<file path="src/rtl/ps2_key_event_decoder.sv">
// Folds PS/2 E0/F0 prefixes into key events, buffers them in a first-word fall-through FIFO and tracks the held key.
// Optional: define KEY_REPEAT_FILTER_EN to discard typematic repeats of the currently held key.
module ps2_key_event_decoder #(
  parameter int EV_DEPTH = 8,
  parameter int CNT_W    = 8
) (
  input  logic                        clk,
  input  logic                        rst,
  input  logic [7:0]                  kb_data,
  input  logic                        kb_ready,
  output logic                        kb_nextdata_n,
  output logic                        ev_valid,
  input  logic                        ev_ready,
  output logic [7:0]                  ev_code,
  output logic                        ev_ext,
  output logic                        ev_break,
  output logic [$clog2(EV_DEPTH):0]   ev_level,
  output logic                        ev_overflow,
  output logic [CNT_W-1:0]            press_cnt,
  output logic                        held_valid,
  output logic [7:0]                  held_code,
  output logic                        held_ext
);

  localparam int AW = $clog2(EV_DEPTH);
  localparam int LW = AW + 1;
  localparam logic [LW-1:0] FULL_LVL = LW'(EV_DEPTH);

  typedef enum logic [1:0] {IDLE, POP, DECODE} state_t;

  state_t     state_q, state_d;
  logic [7:0] byte_q;
  logic       pend_ext, pend_brk;

  always_ff @(posedge clk or posedge rst) begin
    if (rst) begin
      state_q <= IDLE;
      byte_q  <= 8'h00;
    end else begin
      state_q <= state_d;
      if (state_q == IDLE && kb_ready) byte_q <= kb_data;
    end
  end

  // The pop strobe sits one cycle after the latch so IDLE never re-samples a stale kb_ready.
  always_comb begin
    state_d       = state_q;
    kb_nextdata_n = 1'b1;
    case (state_q)
      IDLE:    if (kb_ready) state_d = POP;
      POP: begin
        kb_nextdata_n = 1'b0;
        state_d       = DECODE;
      end
      DECODE:  state_d = IDLE;
      default: state_d = IDLE;
    endcase
  end

  logic is_decode, is_e0, is_f0, is_err, ev_fire, match_held, is_repeat, push;

  always_comb begin
    is_decode  = (state_q == DECODE);
    is_e0      = (byte_q == 8'hE0);
    is_f0      = (byte_q == 8'hF0);
    is_err     = (byte_q == 8'h00) || (byte_q == 8'hFF);
    ev_fire    = is_decode && !is_e0 && !is_f0 && !is_err;
    match_held = held_valid && (pend_ext == held_ext) && (byte_q == held_code);
`ifdef KEY_REPEAT_FILTER_EN
    is_repeat  = ev_fire && !pend_brk && match_held;
`else
    is_repeat  = 1'b0;
`endif
    push       = ev_fire && !is_repeat;
  end

  always_ff @(posedge clk or posedge rst) begin
    if (rst) begin
      pend_ext <= 1'b0;
      pend_brk <= 1'b0;
    end else if (is_decode) begin
      if (is_e0) begin
        pend_ext <= 1'b1;
      end else if (is_f0) begin
        pend_brk <= 1'b1;
      end else begin
        pend_ext <= 1'b0;
        pend_brk <= 1'b0;
      end
    end
  end

  // Held-key and counter updates happen even when the FIFO drops the event.
  always_ff @(posedge clk or posedge rst) begin
    if (rst) begin
      press_cnt  <= '0;
      held_valid <= 1'b0;
      held_code  <= 8'h00;
      held_ext   <= 1'b0;
    end else if (push && !pend_brk) begin
      press_cnt  <= press_cnt + CNT_W'(1);
      held_valid <= 1'b1;
      held_code  <= byte_q;
      held_ext   <= pend_ext;
    end else if (push && pend_brk && match_held) begin
      held_valid <= 1'b0;
    end
  end

  logic [9:0]    mem [EV_DEPTH];
  logic [AW-1:0] wr_ptr, rd_ptr;
  logic          full, pop, wr_en;
  logic [9:0]    head;

  assign ev_valid = (ev_level != '0);
  assign full     = (ev_level == FULL_LVL);
  assign pop      = ev_valid && ev_ready;
  assign wr_en    = push && (!full || pop);
  assign head     = mem[rd_ptr];
  assign {ev_ext, ev_break, ev_code} = ev_valid ? head : 10'h000;

  always_ff @(posedge clk) begin
    if (wr_en) mem[wr_ptr] <= {pend_ext, pend_brk, byte_q};
  end

  always_ff @(posedge clk or posedge rst) begin
    if (rst) begin
      wr_ptr      <= '0;
      rd_ptr      <= '0;
      ev_level    <= '0;
      ev_overflow <= 1'b0;
    end else begin
      if (wr_en) wr_ptr <= wr_ptr + AW'(1);
      if (pop)   rd_ptr <= rd_ptr + AW'(1);
      case ({wr_en, pop})
        2'b10:   ev_level <= ev_level + LW'(1);
        2'b01:   ev_level <= ev_level - LW'(1);
        default: ev_level <= ev_level;
      endcase
      if (push && full && !pop) ev_overflow <= 1'b1;
    end
  end

endmodule

</file>
<file path="config.mk">
export PLATFORM = sky130hd
export DESIGN_NAME = ps2_key_event_decoder
export DESIGN_NICKNAME = d
export VERILOG_FILES = /design/src/rtl/ps2_key_event_decoder.sv
export SDC_FILE = /design/constraint.sdc
export NUM_CORES = 1
export LEC_CHECK = 0
export CAP_MARGIN = 20
export CELL_PAD_IN_SITES_DETAIL_PLACEMENT = 0
export CELL_PAD_IN_SITES_GLOBAL_PLACEMENT = 2
export CORE_MARGIN = 8
export CORE_UTILIZATION = 46
export CTS_CLUSTER_DIAMETER = 80
export DETAILED_ROUTE_END_ITERATION = 6
export GPL_TIMING_DRIVEN = 0
export PLACE_DENSITY = 0.94
export SYNTH_ARGS = -nofsm -noshare
export SYNTH_HDL_FRONTEND = slang
export SYNTH_SLANG_ARGS = --single-unit
</file>
<file path="constraint.sdc">
create_clock -name clk -period 9.3 [get_ports clk]
set_input_delay 1.86 -clock clk [delete_from_list [all_inputs] [get_ports clk]]
set_output_delay 1.86 -clock clk [all_outputs]
set_load 0.005 [all_outputs]
</file>
==> results of run 1 <==
==> placed cells by master, fill, tap and decap left out, drive strengths merged, types with 8 or more instances in the layout <==
master         Yosys  layout
mux2i             11      11
clkdlybuf4s50      0      46
nand2              8       8
edfxtp            80      80
buf                7      11
xor2              14      14
mux2              22      22
nor2              20      20
xnor2              9       9
mux4              20      20
nor4               8       8
clkbuf             4      28
dfrtp             41      41
==> Yosys cell counts, drive strengths merged <==
library cell	instances
a211oi	1
o21ai	2
o32a	1
xnor2	9
nor3	4
edfxtp	80
nor2b	2
dfrtp	41
ha	4
nor4	8
nor2	20
clkbuf	4
buf	7
and3	3
o32ai	1
and4	2
mux2	22
o21bai	1
mux4	20
a21oi	3
inv	4
nor4b	3
nand4	2
nand2b	2
xor2	14
o41ai	1
nand2	8
nand3	7
mux2i	11
nor3b	4
==> path summary, 6_finish.rpt <==
| check | slack [ns] | end | depth (start not counted) |
|---|---|---|---|
| setup / recovery | 4.86 | ev_code[1] | 5 |
| hold / removal | 0.48 | press_cnt[7]$_DFFE_PP0P_ | 1 |
| setup reg to reg | 6.33 | mem[2][4]$_DFFE_PP_ | 6 |
| hold reg to reg | 0.48 | press_cnt[7]$_DFFE_PP0P_ | 1 |
| max in group asynchronous | 6.93 | ev_level[3]$_DFFE_PP0P_ | 2 |
| min in group asynchronous | 1.83 | press_cnt[5]$_DFFE_PP0P_ | 2 |
==> registers in the layout, summed over array words and instances, names as in the netlist <==
signal	flops
ev_level	4
pend_brk	1
held_ext	1
wr_ptr	3
ev_overflow	1
pend_ext	1
mem	80
byte_q	8
held_code	8
state_q	2
rd_ptr	3
press_cnt	8
held_valid	1
==> metal layers <==
metal | vias up | track usage [%] | part of all wire (%) | wire [um]
met2 | 83 | 23.3 | 49 | 4930
met5 | - | 0 | 0 | 0
met1 | 1378 | 18.8 | 44 | 4460
li1 | 1264 | - | - | -
met4 | 0 | 5.46 | 1.6 | 160
met3 | 17 | 4.93 | 5.5 | 561
==> where the power goes <==
group / switching, uW / internal, uW / leakage [uW]
Combinational: 273 / 388 / 0.000832
Clock: 227 / 487 / 0.000318
Sequential: 129 / 711 / 0.00122
==> cells by family after synthesis <==
group	after synthesis	share of synthesized area, %
flip-flops	121	67.7
AND/OR/NAND/NOR	65	7.29
multiplexers	53	16.8
XOR/XNOR	23	3.98
buffers and inverters	15	1.48
AO/OA/AOI/OAI	10	1.73
adder cells (fa/ha/maj)	4	0.989
==> through the flow <==
step	hold WS, ns	util [%]	instance area (um^2)	worst slack (ns)	instances
6_report	0.484	59.6	6430	4.86	513
5_1_grt	0.497	59.6	6430	4.70	513
4_1_cts	0.484	59.6	6430	4.81	513
3_5_place_dp	0.464	53.4	5760	5.05	481
3_3_place_gp	0.459	52.8	5700	4.02	477
2_1_floorplan	0.454	-	5060	5.47	291
==> cell type report <==
class	count	area, um^2
fillers	797	4360
flip-flops and latches	121	3430
multi-input cells	155	1590
clock buffers	24	546
repair buffers	50	490
well taps	140	175
clock inverters	8	125
plain buffers	11	60.1
inverters	4	15.0
==> metrics, run 1 <==
status completed; final worst path period share a little under half; CP max stage cell mux4_2; Tmin final 4.44 ns; number of global-route vias before repair ~2900; Initial Util 46.9%; CTS root buf clkbuf_8; FP Rows 38; Initial DRC Count 165; hold buffer count at cts 0; register area share after synthesis 67.7%; Reg clk slew, reported paths around 0.06 ns; CTS resizes 0; number of register bits inferred by synthesis between 100 and 150; peak supply drop 0.176 mV; crit path buf inv count 2; post-DR vias/cell ~5.3; DRC errors left 0; critical path type reg -> out; Yosys top cell by area edfxtp_1; yosys warns 0; clock latency on the worst-skew pair ~0.5 ns; worst hold start press_cnt[7]$_DFFE_PP0P_; DR pass1 iterations 4; CP Capture Type output port; crit path max fanout 10; max incr delay on CP roughly 0.6 ns; Final ANT Viol Nets 0; Layout area overhead 27.1%; LEAKAGE around 0.0024 uW; CTS tree built; worst setup path start rd_ptr[0]$_DFFE_PP0P_; Setup crit start kind register; Syn Inst Count about 290; H-tree depth 4; Setup Fix Bufs, Post-CTS 0; Post-Synthesis Net Count 307; total track usage 14.8%; CP Cell Sequence buf_2 > mux4_2 > mux2i_1 > nor2_1 > clkdlybuf4s50_1; WL final 10100 um; total of max-cap violations 0; initial antenna violation count 0; top post-synthesis cells by area edfxtp_1 47%, dfrtp_1 20%, mux4_2 8.9%; Fin. Hold Viols 0; core area between 0.01 and 0.015 mm^2; max-slew violation count 0; gr ovfl total 0; Final Total Pwr 2210 uW; Clock Sinks ~120; GP Congestion between 0.7 and 0.8; delay-heaviest family, CP buffers and inverters; Peak Freq 225 MHz; Yosys top cell area share between 40% and 50%; post-synthesis cell type count 38; Wirelength per Cell a little under 20 um; first-pass GRT wire length about 16000 um; Die W 121 um; fraction of layout cells with a size suffix above 1 between 20% and 30%; Antenna Cells 0; DP HPWL between 6000 and 7000 um; Data arrival, critical path approximately 2.6 ns; Power Density between 300 and 400 mW/mm^2; IO Count 47; setup TNS 0 ns; mean post-synth cell area 17.4 um^2; WP data required roughly 7.4 ns; height of the die ~120 um; Die Area around 0.015 mm^2; cell area after synthesis 0.00506 mm^2; largest net degree at the start of global routing 42; Vias between 2000 and 3000; total CTS buffers 17; IO Port Bufs 46; unrepaired setup endpoints after global routing false; worst slew pin tran about 1.1 ns; Clock Skews 0.00615 ns; Min-Delay Path Class reg -> reg; slew margin rel. 26.2%; R2R Path Start byte_q[7]$_DFFE_PP0P_; nets 376; Clock Path Buffers 2; final setup vio count 0
No activity file was read; power rests on OpenSTA's default activity.
==> inputs of run 2 (changes only) <==
--- a/config.mk
+++ b/config.mk
@@ -9,11 +9,11 @@
 export CELL_PAD_IN_SITES_DETAIL_PLACEMENT = 0
 export CELL_PAD_IN_SITES_GLOBAL_PLACEMENT = 2
 export CORE_MARGIN = 8
-export CORE_UTILIZATION = 46
+export CORE_UTILIZATION = 42
 export CTS_CLUSTER_DIAMETER = 80
 export DETAILED_ROUTE_END_ITERATION = 6
 export GPL_TIMING_DRIVEN = 0
-export PLACE_DENSITY = 0.94
+export PLACE_DENSITY = 0.88
 export SYNTH_ARGS = -nofsm -noshare
 export SYNTH_HDL_FRONTEND = slang
 export SYNTH_SLANG_ARGS = --single-unit
==> constraint.sdc (replaced) <==
create_clock -name clk -period 4.1 [get_ports clk]
set_input_delay 0.82 -clock clk [delete_from_list [all_inputs] [get_ports clk]]
set_output_delay 0.82 -clock clk [all_outputs]
set_load 0.005 [all_outputs]
==> run 2 against run 1 <==
Net effect: register-to-register slack got worse by 5.2 ns; critical path type unchanged; final area fell by 0.90%; setup slack got worse by 4.1 ns; largest power group unchanged.
==> metrics, run 2 (synthesis gave the netlist of run 1 again) <==
post-DR vias/cell 5.25 (-1.9%); IO Port Bufs 46 (unchanged); Setup Fix Bufs, Post-CTS 0 (unchanged); status completed; delay-heaviest family, CP buffers and inverters; Power Density 753 mW/mm^2 (+120%); CTS root buf clkbuf_16; FP Rows 40 (+5.3%); crit path buf inv count 2 (unchanged); setup TNS 0 ns (unchanged); IO Count 47 (unchanged); LEAKAGE 0.00235 uW (-0.88%); height of the die 126 um (+4.0%); largest net degree at the start of global routing 42 (unchanged); R2R depth 5 (-1); Data arrival, critical path 2.53 ns (-0.05 ns); Die Area 0.0158 mm^2 (+8.2%); dpl ws 0.799 ns (-4.25 ns); sequential cell area 0.00343 mm^2 (unchanged); WL final 9970 um (-1.4%); Clock Skews 0.00679 ns (+0.000644 ns); Reg clk slew, reported paths 0.05 ns (about the same); CP Capture Type output port; instance area at placement 0.00579 mm^2 (+0.56%); WP data required 3.28 ns (-4.16 ns); post-route insts no fill 522 (+1.8%); commonest non-fill, non-tap cells in the layout 80 x edfxtp_1, 46 x clkdlybuf4s50_1, 41 x dfrtp_1; Fin. Hold Viols 0 (unchanged); GRT met2 Usage 22.9% (-0.40 points); Clock Sinks 121 (unchanged); Final Total Pwr 4800 uW (+120%); Initial Util 42.5% (-4.4 points); unrepaired setup endpoints after global routing false; critical path type reg -> out; multi-input logic area 0.00160 mm^2 (+0.31%); met1 Use GR 15.1% (-3.7 points); Initial DRC Count 133 (-19%); final setup vio count 0 (unchanged); Final WS setup 0.749 ns (-4.11 ns); max-slew violation count 0 (unchanged); Peak Freq approximately 300 MHz; most common cell after layout, fill and taps aside edfxtp_1; CTS resizes 0 (unchanged); core area 0.0119 mm^2 (+10%); DR pass1 iterations 4 (unchanged); max incr delay on CP 0.55 ns (-0.04 ns); Die W 126 um (+4.0%); Setup crit start kind register; CTS tree built; final worst path period share slightly above 80%; peak supply drop 0.350 mV (+99%); Top reg by flops mem; clock latency on the worst-skew pair 0.41 ns (-0.10 ns); GP Congestion 0.727 (-2.6%); CP max stage cell clkbuf_1; max reg flops 80 (unchanged); DRC errors left 0 (unchanged); Tmin final between 3 and 4 ns; # fillers 969 (+22%); Wirelength per Cell 19.1 um (-3.1%); nets 378 (+0.53%); Vias 2738 (-0.15%); crit path max fanout 10 (unchanged); critical path depth 5 (unchanged); busiest grt layer met2; total track usage 13.3% (-1.5 points); fraction of layout cells with a size suffix above 1 26.4% (+0.66 points); total CTS buffers 17 (unchanged); worst slew pin tran 0.988 ns (-0.114 ns); hold buffer count at cts 0 (unchanged); Clock Path Buffers 2 (unchanged); Antenna Cells 0 (unchanged); hold path cells 1 (unchanged); DP HPWL 6520 um (+0.56%); Min-Delay Path Class reg -> reg; slew margin rel. 33.8% (+7.5 points); total of max-cap violations 0 (unchanged); gr ovfl total 0 (unchanged); Final ANT Viol Nets 0 (unchanged); initial antenna violation count 0 (unchanged); CP Cell Sequence clkbuf_1 > mux4_2 > mux2i_1 > nor2_1 > clkdlybuf4s50_1; met3 Use GR 4.35% (-0.59 points); Layout area overhead 25.9%; H-tree depth 4 (unchanged); number of global-route vias before repair 2950 (+0.68%); first-pass GRT wire length 16100 um (-1.8%); final design instance area without fill 0.00637 mm^2 (-0.90%); Placed Cells 489 (+1.7%)
## run 2: final timing paths
kind,from,slack (ns),end
worst max register to register,byte_q[4]$_DFFE_PP0P_,1.18,mem[2][0]$_DFFE_PP_
min in group asynchronous,rst,0.91,ev_level[2]$_DFFE_PP0P_
max in group asynchronous,rst,2.64,held_valid$_DFFE_PP0P_
worst max-delay path,rd_ptr[1]$_DFFE_PP0P_,0.75,ev_ext
worst min register to register,press_cnt[7]$_DFFE_PP0P_,0.47,press_cnt[7]$_DFFE_PP0P_
worst min-delay path,press_cnt[7]$_DFFE_PP0P_,0.47,press_cnt[7]$_DFFE_PP0P_
## run 2: metrics by stage
step | hold slack [ns] | utilization (%)
final | 0.471 | 53.5
after global routing | 0.501 | 53.5
after CTS | 0.475 | 53.4
after detailed placement | 0.468 | 48.6
after global placement | 0.458 | 47.9
after floorplan | 0.454 | -
## run 2: power by group
part	total, uW	internal [uW]	switching [uW]
Sequential	1900	1610	288
Combinational	1500	884	617
Clock	1400	882	520
Total	4800	3380	1420
## run 2: per-layer routing
layer  part of all wire, %  routed length [um]  up-vias
met5                     0                   0        -
met3                   5.2                 515       11
li1                      -                   -     1276
met4                   1.4                 140        0
met1                    42                4190     1388
met2                    51                5130       63
## run 2: worst reg2reg max path, stage by stage (launching register included)
cell and delay, ns:
dfrtp_1 0.69, nor4_2 0.16, o32ai_4 0.49, nand2_1 0.31, nor4b_2 0.71, buf_4 0.28
## run 2: cell type report
cell class | count | area share (%)
Sequential cell | 121 | 53.8
Clock buffer | 21 | 7.40
Multi-Input combinational cell | 155 | 25.0
Clock inverter | 11 | 1.53
Inverter | 4 | 0.236
Timing Repair Buffer | 52 | 8.17
Tap cell | 147 | 2.89
Buffer | 11 | 0.942
